===== src/rtl/bcd_pkg.sv =====
// Shared definitions for the BCD conversion paths (BCD-to-binary converter
// and the binary-to-BCD display path): FSM encoding, digit constants and
// the result-width helper.
package bcd_pkg;

    typedef enum logic [1:0] {
        S_IDLE  = 2'd0,
        S_SHIFT = 2'd1,
        S_DONE  = 2'd2
    } state_t;

    localparam logic [3:0] BCD_MAX = 4'd9;
    localparam logic [3:0] ADJ     = 4'd3;
    localparam logic [3:0] ADJ_TH  = 4'd8;

    // Binary width needed to hold any value of 'digits' decimal digits.
    function automatic int bin_width(input int digits);
        return $clog2(10 ** digits);
    endfunction

endpackage


===== src/rtl/bcd_digit_adj.sv =====
// One BCD field correction step of reverse double-dabble:
// after a right shift, a field holding 8 or more is reduced by 3.
module bcd_digit_adj
    import bcd_pkg::*;
(
    input  logic [3:0] d,
    output logic [3:0] q
);

    // 4-bit adjust, no borrow into neighbouring fields
    assign q = (d >= ADJ_TH) ? (d - ADJ) : d;

endmodule


===== src/rtl/bcd_to_bin_seq.sv =====
// Sequential BCD-to-binary converter (reverse double-dabble).
// One conversion per accepted start; done pulses 4*DIGITS+1 cycles after
// the accepting edge.
// Optional build macro: BCD_TO_BIN_ERR_EN -- flags captured digits > 9 on err.
//
// state   | meaning
// --------+--------------------------------------------------------------
// S_IDLE  | waiting for start; captures bcd_in on accept
// S_SHIFT | one shift + field adjust per cycle, 4*DIGITS cycles
// S_DONE  | result transferred to bin_out, done pulse follows
module bcd_to_bin_seq
    import bcd_pkg::*;
#(
    parameter  int DIGITS = 2,
    localparam int BIN_W  = bin_width(DIGITS)
) (
    input  logic                  clk_sys,
    input  logic                  rst,
    input  logic                  start,
    input  logic [4*DIGITS-1:0]   bcd_in,
    output logic                  busy,
    output logic                  done,
    output logic [BIN_W-1:0]      bin_out,
    output logic                  err
);

    localparam int NIB_W = 4 * DIGITS;
    // The binary field is NIB_W wide (not BIN_W) so that every one of the
    // NIB_W shifted-out bits lands inside the register; the top bits of that
    // field are always zero for valid input and are simply not forwarded.
    localparam int SR_W  = 2 * NIB_W;
    localparam int CNT_W = $clog2(NIB_W + 1);
    localparam logic [CNT_W-1:0] CNT_LAST = CNT_W'(NIB_W - 1);

    state_t            state, state_nxt;
    logic [SR_W-1:0]   sreg;
    logic [SR_W-1:0]   sreg_sh;
    logic [SR_W-1:0]   sreg_adj;
    logic [CNT_W-1:0]  cnt;
    logic              ld;
    logic              step;
    logic              fin;

    assign sreg_sh = sreg >> 1;
    assign sreg_adj[NIB_W-1:0] = sreg_sh[NIB_W-1:0];

    for (genvar g = 0; g < DIGITS; g++) begin : g_adj
        bcd_digit_adj u_adj (
            .d (sreg_sh[NIB_W + 4*g +: 4]),
            .q (sreg_adj[NIB_W + 4*g +: 4])
        );
    end

    // State register
    always_ff @(posedge clk_sys) begin
        if (rst) state <= S_IDLE;
        else     state <= state_nxt;
    end

    // Next-state logic; the done cycle still belongs to the finished
    // conversion, so a held start re-triggers one cycle later
    always_comb begin
        state_nxt = state;
        case (state)
            S_IDLE:  if (start && !done)  state_nxt = S_SHIFT;
            S_SHIFT: if (cnt == CNT_LAST) state_nxt = S_DONE;
            S_DONE:  state_nxt = S_IDLE;
            default: state_nxt = S_IDLE;
        endcase
    end

    // Datapath controls decoded from state
    always_comb begin
        ld   = 1'b0;
        step = 1'b0;
        fin  = 1'b0;
        case (state)
            S_IDLE:  ld   = start && !done;
            S_SHIFT: step = 1'b1;
            S_DONE:  fin  = 1'b1;
            default: ;
        endcase
    end

    // Shift register, shift counter and handshake/result registers
    always_ff @(posedge clk_sys) begin
        if (rst) begin
            sreg    <= '0;
            cnt     <= '0;
            busy    <= 1'b0;
            done    <= 1'b0;
            bin_out <= '0;
        end else begin
            done <= fin;
            if (ld) begin
                sreg <= {bcd_in, {NIB_W{1'b0}}};
                cnt  <= '0;
                busy <= 1'b1;
            end
            if (step) begin
                sreg <= sreg_adj;
                cnt  <= cnt + 1'b1;
            end
            if (fin)  bin_out <= sreg[BIN_W-1:0];
            if (done) busy    <= 1'b0;
        end
    end

`ifdef BCD_TO_BIN_ERR_EN
    logic bad_in;
    logic err_pend;

    // Any digit above 9 in the word being captured
    always_comb begin
        bad_in = 1'b0;
        for (int i = 0; i < DIGITS; i++)
            if (bcd_in[4*i +: 4] > BCD_MAX) bad_in = 1'b1;
    end

    // Pending flag taken at capture, published together with bin_out
    always_ff @(posedge clk_sys) begin
        if (rst) begin
            err_pend <= 1'b0;
            err      <= 1'b0;
        end else begin
            if (ld)  err_pend <= bad_in;
            if (fin) err      <= err_pend;
        end
    end
`else
    assign err = 1'b0;
`endif

endmodule


===== config.mk =====
export PLATFORM = sky130hd
export DESIGN_NAME = bcd_to_bin_seq
export DESIGN_NICKNAME = d
export VERILOG_FILES = /design/src/rtl/bcd_pkg.sv /design/src/rtl/bcd_digit_adj.sv /design/src/rtl/bcd_to_bin_seq.sv
export SDC_FILE = /design/constraint.sdc
export NUM_CORES = 1
export LEC_CHECK = 0
export CAP_MARGIN = 20
export CELL_PAD_IN_SITES_DETAIL_PLACEMENT = 0
export CELL_PAD_IN_SITES_GLOBAL_PLACEMENT = 1
export CORE_MARGIN = 3
export CORE_UTILIZATION = 39
export CTS_CLUSTER_DIAMETER = 40
export DETAILED_ROUTE_END_ITERATION = 10
export GPL_TIMING_DRIVEN = 0
export PLACE_DENSITY = 0.81
export SLEW_MARGIN = 20
export SYNTH_ARGS = -nofsm -noshare
export SYNTH_HDL_FRONTEND = slang
export SYNTH_SLANG_ARGS = --single-unit

===== constraint.sdc =====
create_clock -name clk_sys -period 1.7 [get_ports clk_sys]
set_input_delay 0.51 -clock clk_sys [delete_from_list [all_inputs] [get_ports clk_sys]]
set_output_delay 0.51 -clock clk_sys [all_outputs]
set_load 0.02 [all_outputs]

**Word level (Yosys, flattened, before mapping)**

Cells that the tools add are included.

- Register bits: 31
- Input port bits: 11
- Output and inout bits: 10
- Word-level logic and storage cells: 34

- $add $sub $neg: 3
- Order comparisons: 2
- Eq/ne operators: 5
- Multiplexer cells: 12
- Reductions and logical operators: 6

Operators by type and width:

| kind | number |
|---|---|
| 16-bit 2-to-1 mux | 2 |
| 4-bit 2-to-1 mux | 4 |
| 4-bit by 1-bit adder with 4-bit output, second input constant | 1 |
| 4-bit by 3-bit == test with 1-bit output, second input constant | 1 |
| 3-bit by 4-bit >= comparator with 1-bit output, second input constant | 1 |
| 4-bit >= comparator, second input constant | 1 |
| 2-bit 2-to-1 mux | 2 |
| 2-bit inequality test, second input constant | 2 |
| 2-bit one-hot mux with 2 select lines | 1 |
| 3-bit by 2-bit subtractor with 4-bit output, second input constant | 1 |
| 4-bit by 2-bit subtractor with 4-bit output, second input constant | 1 |
| 1-bit 2-to-1 mux | 3 |
| 2-bit by 1-bit == test with 1-bit output, second input constant | 1 |
| 2-bit == test, second input constant | 1 |
| 2-bit zero test | 1 |
| 2-bit AND reduction | 1 |
| 2-bit nonzero test | 1 |
| 2-bit OR reduction | 1 |
| 1-bit logical AND | 1 |
| 1-bit zero test | 1 |

**Longest topological paths before layout**

Gate-level depths: netlist (run 1).

- Depth in word-level cells: 5
- Mapped depth: 6
- Gate-level depth less buffers: 5

**By module**

A second synthesis (run 1) with hierarchy kept.

- Cell total of the unflattened synthesis: 161
- Area, all modules: 1456.4 µm²

Modules (own cells, without submodules):

| module | times used | cells an instance | area each (µm²) | sequential area each (µm²) |
|---|---|---|---|---|
| bcd_to_bin_seq | 1 | 139 | 1303.8 | 620.6 |
| bcd_digit_adj | 2 | 11 | 76.3 | 0.0 |

**Worst setup path after synthesis (run 1)**

No wires, ideal clock.

- Kind: input port to flip-flop
- Start point: in start
- End point: reg cnt[3]
- Library setup time: 0.128 ns
- Data arrival time: 1.286 ns
- Data required time: 1.572 ns
- Path slack: 0.286 ns
- Cell stages on the path: 5
- Buffers on the path: 1
- Cells stage by stage: or4b_1 -> buf_4 -> nand2_1 -> mux2_1 -> nor2_1

- Longest elaborated chain between the ends: 3

RTL lines:

| element | RTL line | source |
|---|---|---|
| start, declared | bcd_to_bin_seq.sv:19 | `input logic start,` |
| 1-bit logical AND | bcd_to_bin_seq.sv:78 | `S_IDLE: ld = start && !done;` |
| 1-bit 2-to-1 mux | bcd_to_bin_seq.sv:77 | `case (state)` |
| 2-bit nonzero test (no line) | - |  |
| end signal, assigned | bcd_to_bin_seq.sv:102 | `cnt <= cnt + 1'b1;` |
| end, declared | bcd_to_bin_seq.sv:39 | `logic [CNT_W-1:0] cnt;` |

No other way between the ends.
A chain may end at the register's enable or synchronous reset.

**Worst setup path in the final report (run 1)**

- Start point: reg done
- End point: out done

RTL lines:

| element | RTL line | source |
|---|---|---|
| start, declared | bcd_to_bin_seq.sv:22 | `output logic done,` |
| start signal, assigned | bcd_to_bin_seq.sv:94 | `done <= fin;` |

No word-level cell between the ends.

==> metrics.yaml, run 1 <==
fp.dieArea_um2: 3910
setup_viol: 0
die_y_um: 62.5
ys_warn_count: 0
rr_endpoint: "cnt[3]"
cts_root_buffer: "clkbuf_4"
async_flop_share_pct: 0
drt_iter0_drc: 48
postCtsSetupRepairBufs: 0
slew_headroom_pct: 66.5
hold_buffers: 0
worst_slew_pin_slew_ns: 0.502
hold_violations: 0
r2r_start: "state[1]"
rsz0062_at_grt: "no"
final_layout_size_suffix_gt1_share_pct: 9.94
rr_worst_depth: 6
pre_cts_ws_ns: -0.350
areaGrowthSynthToFinish_pct: 25.9
yosys_most_used_dff: "dfxtp_1"
wire_per_inst_um: 12.6
synth_top_area_share_pct: 49.8
period_needed_ns: 1.55
grt_overflow_total: 0
holdCritStartpoint: "sreg[7]"
ys_seq_elements: 31
yosys-top-cells-area: "dfxtp_1 (50%), nor2_1 (7.2%), mux2i_1 (5.6%)"
yosys.cell_types.count: 31
post-route-drc-count: 0
grt_pass1_vias: 962
via_per_inst: 4.98
hold_depth: 2
fp.dieW_um: 62.5
clk_pin_slew_ns: 0.09
cts_tree: "built"
grt_pass1_wl_mm: 4.39
synth.most_common_cell: "dfxtp_1"
multi_input_area_um2: 581
yosysTopAreaCell: "dfxtp_1"
hold_end: "sreg[6]"
finalCritPeriodShare_pct: 91.4
clock-sinks: 31
io_buffers: 18
crit_buf_inv: 1
place.gp.congestion: 0.772
grt_max_degree: 11
reg2reg_setup_slack_ns: 0.19
maxSlewViolCount: 0
core-area_um2: 2900
ioPinCount: 21
syn_nets: 148
cpLargestDelayFamily: "flip-flops"
ant_nets: 0
slowest_delay_ns: 0.37
dp_cells: 194
layout.cells.non_filler: 203
fmax_mhz: 643
min_path_type: "reg2reg"
start_util_pct: 43.0
insertion_delay_ns: 0.33
dr.pass1.iters: 4
postLayoutCoreUtil_pct: 54.1
synth_area_um2: 1250
avgSynthCellArea_um2: 9.30
synthCells: 134
ys_seq_area_share_pct: 49.8
synth_edf_count: 0
nNetsFinal: 174
antenna_cells: 0
critPathLaunchType: "flip-flop"
wirelength_mm: 2.56
cp_data_arrival_time_ns: 1.04
crit_chain: "dlygate4sd2_1"
antenna_found_initial: 0
cp_slowest_cell: "dfxtp_1"
vias: 1010
run_status: "complete, no violations"
cts_made_buffers: 5
worst-setup-path-type: "reg2out"
dp_hpwl_mm: 1.71
worstPathRequired_ns: 1.19
drv_cap: 0
ctsHtreeMaxLevel: 2
clock_path_buffers: 2
skew_ns: 0.0121
peakVddDrop_mv: 0.448
fin_ws_ns: 0.145
grtUsageTotal_pct: 14.3
fp-row-count: 19
worstSetupEndpointType: "output port"
seqCellArea_um2: 621
synthTopCellsByCount: "dfxtp_1 (31), nor2_1 (24), nand2_1 (10)"
fill_cells: 287
p_leak_nw: 0.699
power.density_nw_per_um2: 849
crit_path_max_fanout: 4
layer usage:
metal / GRT usage (%) / part of all wire (%)
met3: 4.14 / 4.0
met1: 17.1 / 48
met2: 22.9 / 45
met5: 0 / 0
met4: 8.26 / 2.5
final cells by class:
class	instances	area share, %
well taps	42	3.35
plain buffers	8	3.67
clock inverters	1	0.319
repair buffers	19	12.5
multi-input cells	92	37.0
inverters	3	0.718
flip-flops and latches	31	39.6
clock buffers	7	2.87
sequential cells by signal, indices dropped and copies added, names as in the netlist:
| signal | count |
|---|---|
| busy | 1 |
| done | 1 |
| state | 2 |
| bin_out | 7 |
| cnt | 4 |
| sreg | 16 |
through the flow:
step	hold slack, ns	setup TNS [ns]	power, W	cell area [µm²]
5_1_grt	0.489	0	0.00140	1570
3_5_place_dp	0.449	-5.23	0.000936	1480
4_1_cts	0.463	0	0.00134	1530
3_3_place_gp	0.439	-4.84	0.000932	1480
6_report	0.464	0	0.00133	1570
2_1_floorplan	0.432	0	0.000882	1250
tightest hold or removal path, delay by kind of cell (launching register included):
family             cells  cell delay [ns]
DFF                    1             0.32
and+or+nand+nor        1             0.05
AOI/OAI and AO/OA      1             0.05
cell usage in the layout (no fill, tap or decap), types with 5 or more instances in the layout:
master and instances:
dfxtp_1 31, nor2_1 23, nand2_1 10, dlygate4sd2_1 9, clkdlybuf4s50_1 8, a22o_1 7
mux2i_1 7, a21oi_1 7, clkbuf_1 5, clkbuf_4 5
repair_timing:
action	4_1_cts	5_1_grt
gates cloned	0	1
gates resized for setup	11	5
setup endpoints to repair	10	8
where the power goes:
| group | switching [W] | internal [W] |
|---|---|---|
| Sequential | 0.0000224 | 0.000750 |
| Clock | 0.000235 | 0.000161 |
| Combinational | 0.0000856 | 0.0000788 |
how the worst max path moves through the flow:
| stage | startpoint | end | depth (start not counted) |
|---|---|---|---|
| after floorplan | start | cnt[3] | 5 |
| after global placement | start | cnt[1] | 5 |
| after detailed placement | start | sreg[1] | 5 |
| after CTS | start | cnt[3] | 6 |
| after global routing | done | done | 1 |
| final | done | done | 1 |
logic make-up after synthesis:
kind of cell | share of synthesized area [%]
adder cells (fa/ha/maj) | 3.01
other | 0.301
XOR/XNOR | 2.81
buffers and inverters | 4.92
AND/OR/NAND/NOR | 20.9
multiplexers | 6.53
AO/OA/AOI/OAI | 11.7
flip-flops | 49.8
Power figures use the tool's default switching activity.
==> run 2: changes to the inputs <==
CORE_MARGIN = 8   (was 3)
==> run 2 against run 1 <==
  * Cell area decreased by 0.48%
  * Sequential share of layout area increased by 0.19 points
  * Utilization decreased by 3.0 points
  * Maximum frequency decreased by 3.6%
  * Global-route usage decreased by 2.8 points
  * Via count decreased by 0.69%
  * Sequential power about the same
  * Clock-buffer cell count decreased by 2
==> metrics.yaml, run 2 (synthesized netlist as in run 1, its figures left out) <==
cts_root_buffer: "clkbuf_4"  # unchanged
fin_setup_tns_ns: 0  # unchanged
worstPathRequired_ns: 1.95  # was 1.19 ns
crit_chain: "clkdlybuf4s50_1, nand2b_1, nor3_4, nand2_1, a311oi_1"  # was dlygate4sd2_1
critPathLaunchType: "input port"  # was flip-flop
grt_pass1_wl_mm: 4.76  # was 4.39 mm
ctsHtreeMaxLevel: 2  # unchanged
via_per_inst: 4.92  # was 4.98
rsz0062_at_grt: "no"  # unchanged
cts_made_buffers: 5  # unchanged
fin_ws_ns: 0.0869  # was 0.145 ns
largestRegisters: "sreg (16), bin_out (7), cnt (4)"  # unchanged
clk_pin_slew_ns: 0.11  # was 0.09 ns
final_layout_size_suffix_gt1_share_pct: 9.38  # was 9.94%
postCtsSetupRepairBufs: 0  # unchanged
dp_hpwl_mm: 1.88  # was 1.71 mm
top_register: "sreg"  # unchanged
dp_cells: 196  # was 194
nNetsFinal: 173  # was 174
fin_area_um2: 1560  # was 1570 µm²
run_status: "complete, no violations"  # unchanged
clock-sinks: 31  # unchanged
cp_slowest_cell: "clkdlybuf4s50_1"  # was dfxtp_1
p_leak_nw: 0.689  # was 0.699 nW
dpl_cell_area_um2: 1480  # about the same
grtUsageTotal_pct: 11.6  # was 14.3%
fp.dieW_um: 72.5  # was 62.5 µm
antenna_found_initial: 0  # unchanged
layout_common_cells: "dfxtp_1 (31), nor2_1 (24), nand2_1 (10)"  # was dfxtp_1 (31), nor2_1 (23), nand2_1 (10)
clock_path_buffers: 2  # unchanged
drt_iter0_drc: 87  # was 48
ioPinCount: 21  # unchanged
skew_ns: 0.0110  # was 0.0121 ns
r2r_start: "state[1]"  # unchanged
io_buffers: 18  # unchanged
finalCritPeriodShare_pct: 94.9  # was 91.4%
peakVddDrop_mv: 0.511  # was 0.448 mV
rr_endpoint: "cnt[3]"  # unchanged
reg2reg_setup_slack_ns: 0.25  # was 0.19 ns
vias: 1003  # was 1010
wirelength_mm: 2.67  # was 2.56 mm
cts_tree: "built"  # unchanged
post-route-drc-count: 0  # unchanged
die_y_um: 72.5  # was 62.5 µm
insertion_delay_ns: 0.33  # about the same
layout.cells.non_filler: 204  # was 203
crit_path_max_fanout: 7  # was 4
power.density_nw_per_um2: 960  # was 849 nW/µm²
wire_per_inst_um: 13.1  # was 12.6 µm
ant_nets: 0  # unchanged
min_path_type: "reg2reg"  # unchanged
hold_violations: 0  # unchanged
start_util_pct: 40.8  # was 43.0%
fp.dieArea_um2: 5260  # was 3910 µm²
slowest_delay_ns: 0.47  # was 0.37 ns
cp-endpoint: "sreg[9]"  # was done
worst-setup-path-type: "in2reg"  # was reg2out
rr_worst_depth: 6  # unchanged
crit_start: "start"  # was done
antenna_cells: 0  # unchanged
layout.cells.most_common: "dfxtp_1"  # unchanged
areaGrowthSynthToFinish_pct: 25.3  # was 25.9%
maxSlewViolCount: 0  # unchanged
place.gp.congestion: 0.720  # was 0.772
worstSetupEndpointType: "flip-flop"  # was output port
setup_viol: 0  # unchanged
period_needed_ns: 1.61  # was 1.55 ns
core-area_um2: 3050  # was 2900 µm²
grt_pass1_vias: 1024  # was 962
cp_data_arrival_time_ns: 1.86  # was 1.04 ns
drv_cap: 0  # unchanged
fmax_mhz: 620  # was 643 MHz
dr.pass1.iters: 4  # unchanged
pre_cts_ws_ns: -0.371  # was -0.350 ns
grt_max_degree: 12  # was 11
largest_reg_flops: 16  # unchanged
fp-row-count: 20  # was 19
grt_overflow_total: 0  # unchanged
[run 2: metal layers]
metal	global-route usage [%]	vias up	routed length, µm
li1	-	512	-
met1	13.2	463	1200
met2	17.7	23	1200
met3	6.47	5	219
met4	4.00	0	40
met5	0	-	0
[run 2: worst min-delay path by stage]
stage | startpoint | depth (start not counted) | end | slack (ns)
after CTS | done | 1 | busy | 0.47
after global routing | sreg[7] | 2 | sreg[6] | 0.50
after detailed placement | done | 1 | busy | 0.46
after global placement | sreg[7] | 2 | sreg[6] | 0.44
final | done | 1 | busy | 0.47
after floorplan | sreg[7] | 2 | sreg[6] | 0.43
[run 2: timing repair]
action | 4_1_cts | 5_1_grt
setup endpoints to repair | 10 | 7
hold buffers | 0 | 0
resized for setup | 10 | 1
[run 2: cell type report]
class | instances | area, µm²
clock inverter | 3 | 43.8
inverter | 3 | 11.3
sequential | 31 | 621
clock buffer | 5 | 37.5
tap | 44 | 55.1
multi-input combinational | 92 | 574
fill | 321 | 1490
buffer | 8 | 50.0
timing repair buffer | 18 | 169
[run 2: stage by stage]
step | utilization (%) | hold WS [ns] | power [W]
after global placement | 48.5 | 0.443 | 0.000932
final | 51.1 | 0.465 | 0.00150
after detailed placement | 48.5 | 0.460 | 0.000937
after global routing | 51.1 | 0.498 | 0.00158
after floorplan | - | 0.432 | 0.000882
after CTS | 51.0 | 0.469 | 0.00151
[run 2: power by group]
group	switching [W]	internal, W	total, W
Clock	0.000269	0.000309	0.000578
Combinational	0.0000804	0.0000670	0.000147
Sequential	0.0000228	0.000750	0.000773
Total	0.000372	0.00113	0.00150
[run 2: critical path: cells and delay by family]
kind | cells | cell delay (ns)
AO/OA/AOI/OAI | 1 | 0.26
buffers and inverters | 1 | 0.47
AND/OR/NAND/NOR | 3 | 0.62
==> run 3: changes to the inputs <==
RECOVER_POWER = 25   (was default)
==> results of run 3 <==
No change in the layout: final DEF, timing and power equal those of run 2.
